==> config.mk <==
export PLATFORM = sky130hd
export DESIGN_NAME = seven_seg_display_arbiter
export DESIGN_NICKNAME = d
export VERILOG_FILES = /design/src/rtl/seven_seg_display_arbiter_pkg.sv /design/src/rtl/seven_seg_display_arbiter_ms_tick_gen.sv /design/src/rtl/seven_seg_display_arbiter.sv
export SDC_FILE = /design/constraint.sdc
export NUM_CORES = 1
export LEC_CHECK = 0
export BUFFER_PORTS_ARGS = -buffer_cell sky130_fd_sc_hd__buf_4
export CAP_MARGIN = 20
export CORE_ASPECT_RATIO = 1.2
export CORE_UTILIZATION = 49
export DETAILED_ROUTE_END_ITERATION = 16
export GPL_ROUTABILITY_DRIVEN = 0
export PLACE_DENSITY = 0.78
export SLEW_MARGIN = 10
export SYNTH_ARGS = -nofsm -noshare
export SYNTH_HDL_FRONTEND = slang
export SYNTH_SLANG_ARGS = --single-unit
==> constraint.sdc <==
create_clock -name clock -period 4.5 [get_ports clock]
set_input_delay 1.35 -clock clock [delete_from_list [all_inputs] [get_ports clock]]
set_output_delay 1.35 -clock clock [all_outputs]
set_load 0.02 [all_outputs]
==> src/rtl/seven_seg_display_arbiter_pkg.sv <==
// Purpose: shared types, constants and source-search helpers for the display arbiter.
// Latency: n/a (types and pure functions only).
// Backpressure: n/a.
package seven_seg_pkg;

    localparam int VALUE_W = 27;

    // Largest value the 8-digit BCD display can show.
    localparam logic [VALUE_W-1:0] DISPLAY_MAX = 27'd99_999_999;

    typedef enum logic [1:0] {
        IDLE   = 2'd0,
        ROTATE = 2'd1,
        ALERT  = 2'd2
    } state_t;

    // Result of a rotation search: found flag plus winning source index.
    typedef struct packed {
        logic       found;
        logic [1:0] idx;
    } pick_t;

    // Successor of p inside the rotation ring 1..num_src-1 (source 0 never rotates).
    function automatic logic [1:0] rot_inc(input logic [1:0] p, input int num_src);
        return (int'(p) >= num_src - 1) ? 2'd1 : 2'(p + 2'd1);
    endfunction

    // First requesting rotating source at or after p, wrapping num_src-1 -> 1.
    // Walks the ring backwards so the lowest offset from p is written last and wins.
    function automatic pick_t next_req(input logic [3:0] req, input logic [1:0] p,
                                       input int num_src);
        pick_t r;
        int    start;
        int    s;
        r     = '0;
        s     = 0;
        start = (p == 2'd0) ? 1 : int'(p);
        for (int k = 2; k >= 0; k--) begin
            if (k < num_src - 1) begin
                s = 1 + ((start - 1 + k) % (num_src - 1));
                if (req[s[1:0]]) begin
                    r.found = 1'b1;
                    r.idx   = s[1:0];
                end
            end
        end
        return r;
    endfunction

    function automatic logic [VALUE_W-1:0] clamp_display(input logic [VALUE_W-1:0] v);
        return (v > DISPLAY_MAX) ? DISPLAY_MAX : v;
    endfunction

endpackage

==> src/rtl/seven_seg_display_arbiter_ms_tick_gen.sv <==
// Purpose: free-running prescaler producing a one-cycle 1 ms enable strobe (not a clock).
// Latency: strobe asserted combinationally while the prescaler sits at CLK_PER_MS-1.
// Backpressure: none; free-runs from reset and is never re-phased.
// Ports: clock, reset (async active-high), ms_tick (enable strobe).
module ms_tick_gen #(
    parameter int CLK_PER_MS = 100000
) (
    input  logic clock,
    input  logic reset,
    output logic ms_tick
);

    localparam int PW = (CLK_PER_MS > 1) ? $clog2(CLK_PER_MS) : 1;
    localparam logic [PW-1:0] LAST = PW'(CLK_PER_MS - 1);

    logic [PW-1:0] prescaler;

    always_ff @(posedge clock or posedge reset) begin
        if (reset) begin
            prescaler <= '0;
        end else if (prescaler == LAST) begin
            prescaler <= '0;
        end else begin
            prescaler <= prescaler + PW'(1);
        end
    end

    assign ms_tick = (prescaler == LAST);

endmodule

==> src/rtl/seven_seg_display_arbiter.sv <==
// Purpose: picks which requester owns the 8-digit display; source 0 preempts, others round-robin.
// Latency: request change -> state update next edge -> registered outputs one edge later.
// Backpressure: none; level requests, sources simply wait while not granted.
// Ports: clock, reset (async active-high), req[NUM_SRC], value_flat[27*NUM_SRC],
//        twentyseven_bit_number[27], grant[NUM_SRC] one-hot, active_src[2], idle.
module seven_seg_display_arbiter
    import seven_seg_pkg::*;
#(
    parameter int NUM_SRC       = 3,
    parameter int CLK_PER_MS    = 100000,
    parameter int DWELL_MS      = 2000,
    parameter int ALERT_HOLD_MS = 1000
) (
    input  logic                       clock,
    input  logic                       reset,
    input  logic [NUM_SRC-1:0]         req,
    input  logic [VALUE_W*NUM_SRC-1:0] value_flat,
    output logic [VALUE_W-1:0]         twentyseven_bit_number,
    output logic [NUM_SRC-1:0]         grant,
    output logic [1:0]                 active_src,
    output logic                       idle
);

    localparam int DW = (DWELL_MS > 1) ? $clog2(DWELL_MS) : 1;
    localparam int HW = (ALERT_HOLD_MS > 1) ? $clog2(ALERT_HOLD_MS) : 1;
    localparam logic [DW-1:0] DWELL_LAST = DW'(DWELL_MS - 1);
    localparam logic [HW-1:0] HOLD_LAST  = HW'(ALERT_HOLD_MS - 1);

    logic ms_tick;

    ms_tick_gen #(
        .CLK_PER_MS(CLK_PER_MS)
    ) u_ms_tick_gen (
        .clock  (clock),
        .reset  (reset),
        .ms_tick(ms_tick)
    );

    state_t        state_q,   state_d;
    logic [1:0]    cur_q,     cur_d;
    logic [1:0]    rr_ptr_q,  rr_ptr_d;
    logic [1:0]    saved_q,   saved_d;
    logic [DW-1:0] dwell_q,   dwell_d;
    logic [HW-1:0] hold_q,    hold_d;

    // Requests padded to the widest supported configuration so the search helper is fixed-width.
    logic [3:0] req_pad;
    pick_t      pick;

    logic [VALUE_W-1:0] src_val [4];

    for (genvar g = 0; g < 4; g++) begin : g_src
        if (g < NUM_SRC) begin : g_used
            assign src_val[g] = value_flat[VALUE_W*g +: VALUE_W];
        end else begin : g_pad
            assign src_val[g] = '0;
        end
    end

    always_ff @(posedge clock or posedge reset) begin
        if (reset) begin
            state_q  <= IDLE;
            cur_q    <= 2'd0;
            rr_ptr_q <= 2'd1;
            saved_q  <= 2'd1;
            dwell_q  <= '0;
            hold_q   <= '0;
        end else begin
            state_q  <= state_d;
            cur_q    <= cur_d;
            rr_ptr_q <= rr_ptr_d;
            saved_q  <= saved_d;
            dwell_q  <= dwell_d;
            hold_q   <= hold_d;
        end
    end

    always_comb begin
        state_d  = state_q;
        cur_d    = cur_q;
        rr_ptr_d = rr_ptr_q;
        saved_d  = saved_q;
        dwell_d  = dwell_q;
        hold_d   = hold_q;
        pick     = '0;
        req_pad  = '0;
        for (int i = 0; i < NUM_SRC; i++) begin
            req_pad[i] = req[i];
        end

        case (state_q)
            IDLE: begin
                if (req_pad[0]) begin
                    state_d = ALERT;
                    saved_d = rr_ptr_q;
                    cur_d   = 2'd0;
                    hold_d  = '0;
                end else begin
                    pick = next_req(req_pad, rr_ptr_q, NUM_SRC);
                    if (pick.found) begin
                        state_d = ROTATE;
                        cur_d   = pick.idx;
                        dwell_d = '0;
                    end
                end
            end

            ROTATE: begin
                if (req_pad[0]) begin
                    state_d = ALERT;
                    saved_d = cur_q;
                    cur_d   = 2'd0;
                    hold_d  = '0;
                end else if (!req_pad[cur_q] || (ms_tick && dwell_q == DWELL_LAST)) begin
                    // Drop and expiry together still produce a single hand-off.
                    // Searching from cur+1 lets a lone requester re-win its own slot.
                    pick    = next_req(req_pad, rot_inc(cur_q, NUM_SRC), NUM_SRC);
                    dwell_d = '0;
                    if (pick.found) begin
                        cur_d = pick.idx;
                    end else begin
                        state_d  = IDLE;
                        rr_ptr_d = rot_inc(cur_q, NUM_SRC);
                    end
                end else if (ms_tick) begin
                    dwell_d = dwell_q + DW'(1);
                end
            end

            ALERT: begin
                if (req_pad[0]) begin
                    hold_d = '0;
                end else if (ms_tick) begin
                    if (hold_q == HOLD_LAST) begin
                        // Resume the interrupted source if still asking, else whoever follows it.
                        pick    = next_req(req_pad, saved_q, NUM_SRC);
                        dwell_d = '0;
                        if (pick.found) begin
                            state_d = ROTATE;
                            cur_d   = pick.idx;
                        end else begin
                            state_d = IDLE;
                        end
                    end else begin
                        hold_d = hold_q + HW'(1);
                    end
                end
            end

            default: begin
                state_d = IDLE;
            end
        endcase
    end

    // Output stage samples the source value every cycle so the display follows live data.
    always_ff @(posedge clock or posedge reset) begin
        if (reset) begin
            twentyseven_bit_number <= '0;
            grant                  <= '0;
            active_src             <= 2'd0;
            idle                   <= 1'b1;
        end else if (state_q == IDLE) begin
            twentyseven_bit_number <= '0;
            grant                  <= '0;
            active_src             <= 2'd0;
            idle                   <= 1'b1;
        end else begin
            twentyseven_bit_number <= clamp_display(src_val[cur_q]);
            for (int i = 0; i < NUM_SRC; i++) begin
                grant[i] <= (cur_q == 2'(i));
            end
            active_src             <= cur_q;
            idle                   <= 1'b0;
        end
    end

endmodule

==> out/metrics.cfg <==
[critical_path]
crit_fanout=13
end_kind=register
path_class=register to register
start_kind=register
critPathMaxStageDelay_ps=620
rrSetupSlack_ps=1210
critPathRequiredTime_ps=4740
cp_cell_sequence=ha_1, and4_1, nand2_1, nor2_1, nand3_1, a211o_1, or2_0, o41ai_2
slowest_stage=nor2_1
worstPathArrival_ps=3540

[outcome]
outcome=completed

[timing]
fin_tns_setup_ps=0
period_needed_ps=3290
setup_violations=0
post-route-period-util=0.732
slew_viol_final=0
slew_headroom=0.344
tightestPinTransition_ps=980
fmax_mhz=304
rsz0062_at_grt=false
hold_viol=0
skew_ps=9.30

[synthesis]
netlist_instances=455
yosys_warnings=0
synth.distinct_cells=62
synth_flop_cell=dfrtp_1
async_flop_share=1.00
ys_ff_latch=79
syn_area_per_cell_um2=9.54
synth-edff-count=0
synth_area_um2=4340
synth.yosys.seq_area_share=0.456
synth.net_count=548

[pwr]
combPwrFrac=0.434
total_power_uw=2780
power.switching_uw=1040
p_int_uw=1740
p_seq_frac=0.338
power.leakage_uw=0.00251
power.share.clock=0.229
p_per_area_nw_per_um2=506
netSwitchingFraction=0.374
peakVddDrop_uv=252

[clock_tree]
cts_buffers=9
h-tree-depth=3
cts.sinks=79
insertion_delay_ps=350
clk_path_buf_depth=2
cts_hold_buf=0
post_cts_resized=0
root_buffer=clkbuf_8
post-cts-setup-buffer-count=0
cts_tree=built
path_clk_slew_ps=80

[floorplanning]
die_w_um=87.9
dieArea_um2=9240
coreArea_um2=8560
ioPinCount=119
die-height_um=105
row_count=37
initial_core_util=0.507

[global_routing]
antenna_found_initial=0
grt.total_usage=0.235
globalRouteOverflowTotal=0
grt_pass1_wl_um=16800
grt_pass1_vias=3705
grt_max_degree=45

[placement]
hpwlAfterDp_um=7660
port_buffers=118

[final_layout]
syn_to_final_growth_pct=26.6
fin_nets=656
mostFrequentLayoutCells=buf_4 (122), dfrtp_1 (75), nor2_1 (55)
antenna_cells=0
layout_commonest_cell=buf_4
nFillCells=704
drive_above_1_share=0.277

[route]
dr.first_iter.drc_count=145
routedWlPerCell_um=15.2
viasPerCell=5.54
drc=0
vias=3792
drtPass1Iterations=4
antenna_left=0
detail_route.wirelength_um=10400

[run]
maxCapViolCount=0

[worst_hold_path]
hold_path_class=register to register

==> synth_stat cells (4+ instances only) <==
| library cell | number | area share |
|---|---|---|
| dfrtp_1 | 76 | 0.44 |
| nor2_1 | 55 | 0.048 |
| a21oi_1 | 53 | 0.061 |
| nand2_1 | 30 | 0.026 |
| mux2i_1 | 29 | 0.067 |
| o21ai_0 | 28 | 0.032 |
| nand3_1 | 13 | 0.015 |
| clkbuf_1 | 12 | 0.010 |
| xor2_1 | 11 | 0.022 |
| and3_1 | 10 | 0.014 |
| inv_1 | 9 | 0.0078 |
| xnor2_1 | 9 | 0.018 |
| nand4_1 | 8 | 0.012 |
| buf_6 | 7 | 0.018 |
| ha_1 | 7 | 0.020 |
| nor2b_1 | 7 | 0.010 |
| nor3_1 | 7 | 0.0081 |
| nor3b_1 | 7 | 0.012 |
| nand2b_1 | 5 | 0.0072 |
| o2bb2ai_1 | 5 | 0.010 |
| o31ai_1 | 5 | 0.0086 |
| mux2_2 | 4 | 0.010 |
| or3_1 | 4 | 0.0058 |
==> state kept, by name, indices dropped and copies added, names as in the netlist <==
register,flops
active_src,2
cur_q,2
dwell_q,11
grant,3
hold_q,10
idle,1
rr_ptr_q,2
saved_q,2
state_q,2
twentyseven_bit_number,27
u_ms_tick_gen.prescaler,17
==> kinds of logic after synthesis <==
| group | after synthesis | synth area share |
|---|---|---|
| muxes | 33 | 0.0772 |
| xor gates and xnor gates | 20 | 0.0403 |
| and+or+nand+nor | 169 | 0.202 |
| buffers and inverters | 35 | 0.0475 |
| AOI/OAI and AO/OA | 112 | 0.156 |
| DFF | 79 | 0.456 |
| adders and majority gates | 7 | 0.0202 |
==> power groups by stage <==
stage	sequential (uW)	clock (uW)	combinational, uW
3_3_place_gp	951	0	1190
2_1_floorplan	1090	0	708
4_1_cts	939	650	1220
6_report	939	637	1210
5_1_grt	954	689	1320
3_5_place_dp	953	0	1210
==> critical path: cells and delay by family (launching register included) <==
kind | cells | cell delay (ps)
AO/OA/AOI/OAI | 2 | 830
adder cells (fa/ha/maj) | 1 | 220
flip-flops | 1 | 400
AND/OR/NAND/NOR | 5 | 1730
==> metal layers <==
layer / vias to the layer above / GRT usage / share of wire
met5: - / 0 / 0
met4: 0 / 0.0890 / 0.022
met3: 21 / 0.0521 / 0.067
met2: 135 / 0.416 / 0.52
met1: 1811 / 0.269 / 0.39
li1: 1825 / - / -
==> area by class of cell <==
cell class              instances  area [um^2]  share of cell area
clock inverters                 5          106              0.0193
well taps                     117          146              0.0266
repair buffers                123          936               0.170
multi-input cells             341         2150               0.392
inverters                       9         33.8             0.00615
flip-flops and latches         79         1980               0.361
clock buffers                  10          138              0.0250
==> through the flow <==
step	hold WS (ps)	setup WS, ps	area, um^2	utilization	instances
2_1_floorplan	437	1130	4340	-	455
3_3_place_gp	454	921	5250	0.613	669
3_5_place_dp	471	842	5250	0.613	669
4_1_cts	485	1200	5500	0.642	684
5_1_grt	516	899	5500	0.642	684
6_report	479	1210	5500	0.642	684
==> worst paths after layout <==
check,cells past startpoint,startpoint,endpoint
max,8,u_ms_tick_gen.prescaler[0],dwell_q[5]
min,1,dwell_q[9],dwell_q[9]
max reg2reg,8,u_ms_tick_gen.prescaler[0],dwell_q[5]
min reg2reg,1,dwell_q[9],dwell_q[9]
max in group asynchronous,3,reset,idle
min in group asynchronous,2,reset,twentyseven_bit_number[19]
(Power assumes the default switching activity.)
